$ cat src/rtl/demux_ula_pkg.sv
// Shared types for the ALU result demultiplexer.
// Holds the destination flag encodings, the default word width and the
// FIFO entry layout {flag, dado} used at the default width.
package demux_ula_pkg;

    localparam int LARGURA_PADRAO = 32;

    typedef enum logic [1:0] {
        DEST_SAIDA1 = 2'b00,
        DEST_SAIDA2 = 2'b01,
        DEST_SAIDA3 = 2'b10,
        DEST_SAIDA4 = 2'b11
    } destino_t;

    typedef struct packed {
        logic [1:0]                flag;
        logic [LARGURA_PADRAO-1:0] dado;
    } item_t;

endpackage

$ cat src/rtl/fifo_ula.sv
// Purpose: synchronous FIFO of routed ALU words (entry type is a parameter).
// Latency: a word written at edge N is at the head from cycle N+1; no bypass.
// Backpressure: push ignored when cheio, pop ignored when vazio; callers gate.
// Ports: clock, reset_n (async active-low), push/dado_in, pop/dado_out (head),
//        ocupacao (words stored), vazio, cheio.
module fifo_ula
    import demux_ula_pkg::*;
#(
    parameter type T_ITEM       = item_t,
    parameter int  PROFUNDIDADE = 4
) (
    input  logic                          clock,
    input  logic                          reset_n,
    input  logic                          push,
    input  T_ITEM                         dado_in,
    input  logic                          pop,
    output T_ITEM                         dado_out,
    output logic [$clog2(PROFUNDIDADE):0] ocupacao,
    output logic                          vazio,
    output logic                          cheio
);

    localparam int                AW       = $clog2(PROFUNDIDADE);
    localparam logic [AW-1:0]     PTR_UM   = 1;
    localparam logic [AW:0]       OCUP_UM  = 1;
    localparam logic [AW:0]       OCUP_MAX = PROFUNDIDADE[AW:0];

    T_ITEM          mem [PROFUNDIDADE];
    logic [AW-1:0]  wr_ptr;
    logic [AW-1:0]  rd_ptr;
    logic           do_push;
    logic           do_pop;

    assign vazio   = (ocupacao == '0);
    assign cheio   = (ocupacao == OCUP_MAX);
    assign do_push = push && !cheio;
    assign do_pop  = pop && !vazio;

    // Pointers wrap naturally because the depth is a power of two.
    always_ff @(posedge clock or negedge reset_n) begin
        if (!reset_n) begin
            wr_ptr   <= '0;
            rd_ptr   <= '0;
            ocupacao <= '0;
        end else begin
            if (do_push) wr_ptr <= wr_ptr + PTR_UM;
            if (do_pop)  rd_ptr <= rd_ptr + PTR_UM;
            case ({do_push, do_pop})
                2'b10:   ocupacao <= ocupacao + OCUP_UM;
                2'b01:   ocupacao <= ocupacao - OCUP_UM;
                default: ocupacao <= ocupacao;
            endcase
        end
    end

    // Storage needs no reset: the head is only consumed while not empty.
    always_ff @(posedge clock) begin
        if (do_push) mem[wr_ptr] <= dado_in;
    end

    assign dado_out = mem[rd_ptr];

endmodule

$ cat src/rtl/demultiplexador_ula.sv
// Purpose: registered 1-to-4 demux of ALU results, strict FIFO order across ports.
// Latency: word pushed at edge N appears on its destination in cycle N+1.
// Backpressure: entrada_pronta = !cheio; a stalled head destination blocks all.
// Ports: clock, reset_n (async active-low); entrada/flag/entrada_valida/
//        entrada_pronta producer side; saida1..saida4, saida_valida[3:0],
//        saida_pronta[3:0] consumer side; ocupacao, vazio, cheio status.
// Optional: DEMUX_ULA_CONTADORES_EN adds contadores[63:0], four 16-bit wrapping
//           pop counters (field k = pops to saida k+1).
module demultiplexador_ula
    import demux_ula_pkg::*;
#(
    parameter int LARGURA      = LARGURA_PADRAO,
    parameter int PROFUNDIDADE = 4
) (
    input  logic                          clock,
    input  logic                          reset_n,
    input  logic [LARGURA-1:0]            entrada,
    input  logic [1:0]                    flag,
    input  logic                          entrada_valida,
    output logic                          entrada_pronta,
    output logic [LARGURA-1:0]            saida1,
    output logic [LARGURA-1:0]            saida2,
    output logic [LARGURA-1:0]            saida3,
    output logic [LARGURA-1:0]            saida4,
    output logic [3:0]                    saida_valida,
    input  logic [3:0]                    saida_pronta,
    output logic [$clog2(PROFUNDIDADE):0] ocupacao,
    output logic                          vazio,
    output logic                          cheio
`ifdef DEMUX_ULA_CONTADORES_EN
    ,
    output logic [63:0]                   contadores
`endif
);

    // Same layout as demux_ula_pkg::item_t, but follows this instance's LARGURA.
    typedef struct packed {
        logic [1:0]         flag;
        logic [LARGURA-1:0] dado;
    } item_w_t;

    item_w_t item_in;
    item_w_t cabeca;
    logic    push;
    logic    pop;

    assign item_in.flag   = flag;
    assign item_in.dado   = entrada;
    assign entrada_pronta = !cheio;
    assign push           = entrada_valida && entrada_pronta;

    fifo_ula #(
        .T_ITEM       (item_w_t),
        .PROFUNDIDADE (PROFUNDIDADE)
    ) u_fifo (
        .clock    (clock),
        .reset_n  (reset_n),
        .push     (push),
        .dado_in  (item_in),
        .pop      (pop),
        .dado_out (cabeca),
        .ocupacao (ocupacao),
        .vazio    (vazio),
        .cheio    (cheio)
    );

    // Only the head's destination is qualified; ready bits of the others
    // are masked out by the AND below.
    always_comb begin
        saida_valida = '0;
        if (!vazio) begin
            case (destino_t'(cabeca.flag))
                DEST_SAIDA1: saida_valida = 4'b0001;
                DEST_SAIDA2: saida_valida = 4'b0010;
                DEST_SAIDA3: saida_valida = 4'b0100;
                DEST_SAIDA4: saida_valida = 4'b1000;
                default:     saida_valida = '0;
            endcase
        end
    end

    assign pop = |(saida_valida & saida_pronta);

    // Unselected ports are forced to zero so consumers never see stale data.
    assign saida1 = saida_valida[0] ? cabeca.dado : '0;
    assign saida2 = saida_valida[1] ? cabeca.dado : '0;
    assign saida3 = saida_valida[2] ? cabeca.dado : '0;
    assign saida4 = saida_valida[3] ? cabeca.dado : '0;

`ifdef DEMUX_ULA_CONTADORES_EN
    logic [15:0] cont [4];

    always_ff @(posedge clock or negedge reset_n) begin
        if (!reset_n) begin
            for (int k = 0; k < 4; k++) cont[k] <= '0;
        end else if (pop) begin
            cont[cabeca.flag] <= cont[cabeca.flag] + 16'd1;
        end
    end

    assign contadores = {cont[3], cont[2], cont[1], cont[0]};
`endif

endmodule

$ cat config.mk
export PLATFORM = sky130hd
export DESIGN_NAME = demultiplexador_ula
export DESIGN_NICKNAME = d
export VERILOG_FILES = /design/src/rtl/demux_ula_pkg.sv /design/src/rtl/fifo_ula.sv /design/src/rtl/demultiplexador_ula.sv
export SDC_FILE = /design/constraint.sdc
export NUM_CORES = 1
export LEC_CHECK = 0
export ABC_AREA = 1
export BUFFER_PORTS_ARGS = -buffer_cell sky130_fd_sc_hd__buf_2
export CAP_MARGIN = 20
export CORE_UTILIZATION = 56
export CTS_BUF_LIST = sky130_fd_sc_hd__clkbuf_16
export DETAILED_ROUTE_END_ITERATION = 8
export GPL_TIMING_DRIVEN = 0
export HOLD_SLACK_MARGIN = 0.05
export MAX_ROUTING_LAYER = met4
export PLACE_DENSITY = 0.95
export RECOVER_POWER = 100
export SETUP_SLACK_MARGIN = 0.02
export SLEW_MARGIN = 40
export SYNTH_ARGS = -nofsm -noshare
export SYNTH_HDL_FRONTEND = slang
export SYNTH_SLANG_ARGS = --single-unit
$ cat constraint.sdc
create_clock -name clock -period 4 [get_ports clock]
set_input_delay 1.2 -clock clock [delete_from_list [all_inputs] [get_ports clock]]
set_output_delay 1.2 -clock clock [all_outputs]
set_load 0.01 [all_outputs]
==> flow_summary.toml <==
[global_routing]
grt_pass1_vias = 4855
track_usage_pct = 30.8
grt_pass1_wl_mm = 25.2
gr-total-overflow = 0
antenna_found_initial = 0
grt_start_max_net_pins = 19

[worst_setup_path]
max_stage_delay_ps = 370
required_ps = 2800
crit_path_top_delay_cell = "dfrtp_1"
arrival_ps = 2470
cp_top_family = "simple AND/OR/NAND/NOR gates"
path_class = "flip-flop to primary output"
cp-end-kind = "primary output"
crit_buf_inv = 4
crit_chain = "buf_6 > inv_4 > nand2_1 > nand2_1 > nand2_1 > nand2_1 > nand3_1 > clkbuf_2 > nor2_1 > clkbuf_1"
startpoint_type = "flip-flop"
critPathMaxFanout = 10
crit_top_cell = "nand2_1"

[timing]
rsz0062_at_grt = "no"
hold_viol = 0
worst_pin_slew_ps = 1940
finalWorstSetupSlack_ps = 328
finalMaxSlewViolations = 34
period_share_pct = 91.8
fin_crit_ps = 3670
final.setup_skew_ps = 5.56
setup_viol = 0
fmax_mhz = 272
max-slew-margin-rel_pct = -30.0

[power_and_ir_drop]
seq_power_share_pct = 28.2
peakVddDrop_mv = 0.655
intPower_mw = 4.24
switchingPower_mw = 3.19
p_per_area_mw_per_mm2 = 954
sw_frac_of_total_pct = 42.9
combPwrFrac_pct = 48.5
p_leak_nw = 2.95
power.share.clock_pct = 23.3

[place]
numPortBuffers = 178
finalWeightedCongestion = 0.800
place_hpwl_mm = 11.4
preCtsSetupSlack_ps = 990
dpl_cell_area_sq_mm = 0.00747
place_inst = 869

[floorplanning]
row_count = 38
die_h_um = 108
dieArea_sq_mm = 0.0116
num_io_pins = 179
die-width_um = 108
design.core.area_sq_mm = 0.0108
start_util_pct = 57.6

[detailed_routing]
wl_met3_mm = 1.37
via_per_inst = 5.64
wl_per_cell_um = 18.8
antenna_left = 0
top_layer = "met4"
drt_iter0_drc = 413
wl_mm = 17.0
first_pass_iters = 5
vias = 5080
met2_length_mm = 8.74
drt-met1-wl_mm = 6.35
drc = 0

[min_path]
holdCritPathClass = "flip-flop to flip-flop"

[clock_network]
cts_buffer_depth = 2
clk_latency_ps = 410
htreeDepth = 4
numClockSinks = 143
cts-buffers-inserted = 17
cts_tree = "built"
hold_buffers = 0
clkTransAtPathRegs_ps = 60
post-cts-setup-buffer-count = 0
cts_resized = 0
clock-root-buffer = "clkbuf_16"

[logic_synthesis]
syn_avg_cell_area_sq_um = 11.5
synth.distinct_cells = 25
synth_top_area_share_pct = 65.4
ys_warn_count = 0
synth_seq_cells = 143
synth_largest_area_cell = "edfxtp_1"
async_flop_share_pct = 4.90
synth_edf_count = 136
syn-cell-area_sq_mm = 0.00625
synth_fp_nets = 592
synth.most_common_cell = "edfxtp_1"
yosys-top-cells-count = "edfxtp_1, nor2_1, nand2_1"
synthCells = 545
synth_flop_cell = "edfxtp_1"
yosysSeqAreaShare_pct = 68.2
yosys-top-cells-area = "edfxtp_1, nor2_1, nand2_1"

[final_layout]
nets = 795
post-route-util_pct = 71.8
drive_above_1_share_pct = 12.4
syn_to_final_growth_pct = 24.7
stdcell_area_sq_mm = 0.00779
fill_cells = 822
num_antenna_cells = 0
fin_cells = 901

[status]
outcome = "complete, but fails checks"
violations = "capacitance limit, slew limit"

[job]
maxCapViolCount = 2
## layout by cell type (no fill, tap or decap), types with 2 or more instances in the layout
cell type | Yosys | final
clkbuf_1 | 3 | 160
edfxtp_1 | 136 | 136
nor2_1 | 134 | 134
nand2_1 | 117 | 118
buf_2 | 22 | 46
a21oi_1 | 34 | 34
a32o_1 | 32 | 32
inv_1 | 13 | 18
clkbuf_16 | 0 | 17
nand3_1 | 7 | 8
dfrtp_1 | 7 | 7
bufinv_16 | 0 | 6
clkbuf_2 | 0 | 5
ha_1 | 5 | 5
o21ai_0 | 4 | 4
buf_6 | 7 | 3
inv_2 | 6 | 3
nor2_4 | 3 | 3
xor2_1 | 3 | 3
clkinv_2 | 0 | 3
nor3_1 | 1 | 2
nand4_1 | 2 | 2
buf_4 | 2 | 2
clkinv_1 | 0 | 2
## kinds of logic after synthesis
group | after synthesis | synth area share, %
buf+inv | 54 | 4.69
simple gates | 268 | 17.1
xor+xnor | 4 | 0.561
flops | 143 | 68.2
fa+ha+maj | 6 | 1.32
compound gates | 70 | 8.17
## state kept, by name, indices dropped and copies added, names as in the netlist
| signal | flops |
|---|---|
| u_fifo.rd_ptr | 2 |
| u_fifo.ocupacao | 3 |
| u_fifo.mem | 136 |
| u_fifo.wr_ptr | 2 |
## power by group through the flow
| stage | sequential (mW) | combinational [mW] | clock (mW) |
|---|---|---|---|
| finish | 2.09 | 3.60 | 1.73 |
| CTS | 2.09 | 3.87 | 1.73 |
| floorplan | 2.11 | 2.33 | 0 |
| detailed placement | 2.12 | 3.83 | 0 |
| global route | 2.11 | 3.91 | 1.80 |
| global placement | 2.12 | 3.57 | 0 |
## path summary, 6_finish.rpt
path	start	endpoint	slack, ps	cells past startpoint
worst max-delay path	u_fifo.rd_ptr[0]	saida2[13]	330	10
worst min-delay path	u_fifo.ocupacao[0]	u_fifo.ocupacao[0]	560	1
worst max register to register	u_fifo.ocupacao[2]	u_fifo.mem[0][11]	1130	6
worst min register to register	u_fifo.ocupacao[0]	u_fifo.ocupacao[0]	560	1
max in group asynchronous	reset_n	u_fifo.wr_ptr[0]	3020	1
min in group asynchronous	reset_n	u_fifo.rd_ptr[0]	690	1
## per-layer routing
metal,up-vias,GRT usage [%]
li1,2297,-
met1,2446,35.8
met2,289,51.8
met3,48,6.36
met4,0,13.8
met5,-,-
## per-stage QoR
stage / power [mW] / TNS, ps / hold WS [ps]
after detailed placement: 5.95 / 0 / 593
after global placement: 5.69 / -34240 / 571
final: 7.43 / 0 / 555
after CTS: 7.69 / 0 / 603
after floorplan: 4.44 / 0 / 557
after global routing: 7.82 / 0 / 625
## final cells by class
cell class                      instances  area, sq um  share of cell area, %
Buffer                                 34          189                   2.43
Clock buffer                           17          425                   5.46
Clock inverter                         15          226                   2.91
Inverter                               20         77.6                  0.996
Multi-Input combinational cell        348         1680                   21.5
Sequential cell                       143         4260                   54.7
Tap cell                              140          175                   2.25
Timing Repair Buffer                  184          758                   9.74
Note: power is estimated with default switching activity, not from simulation.
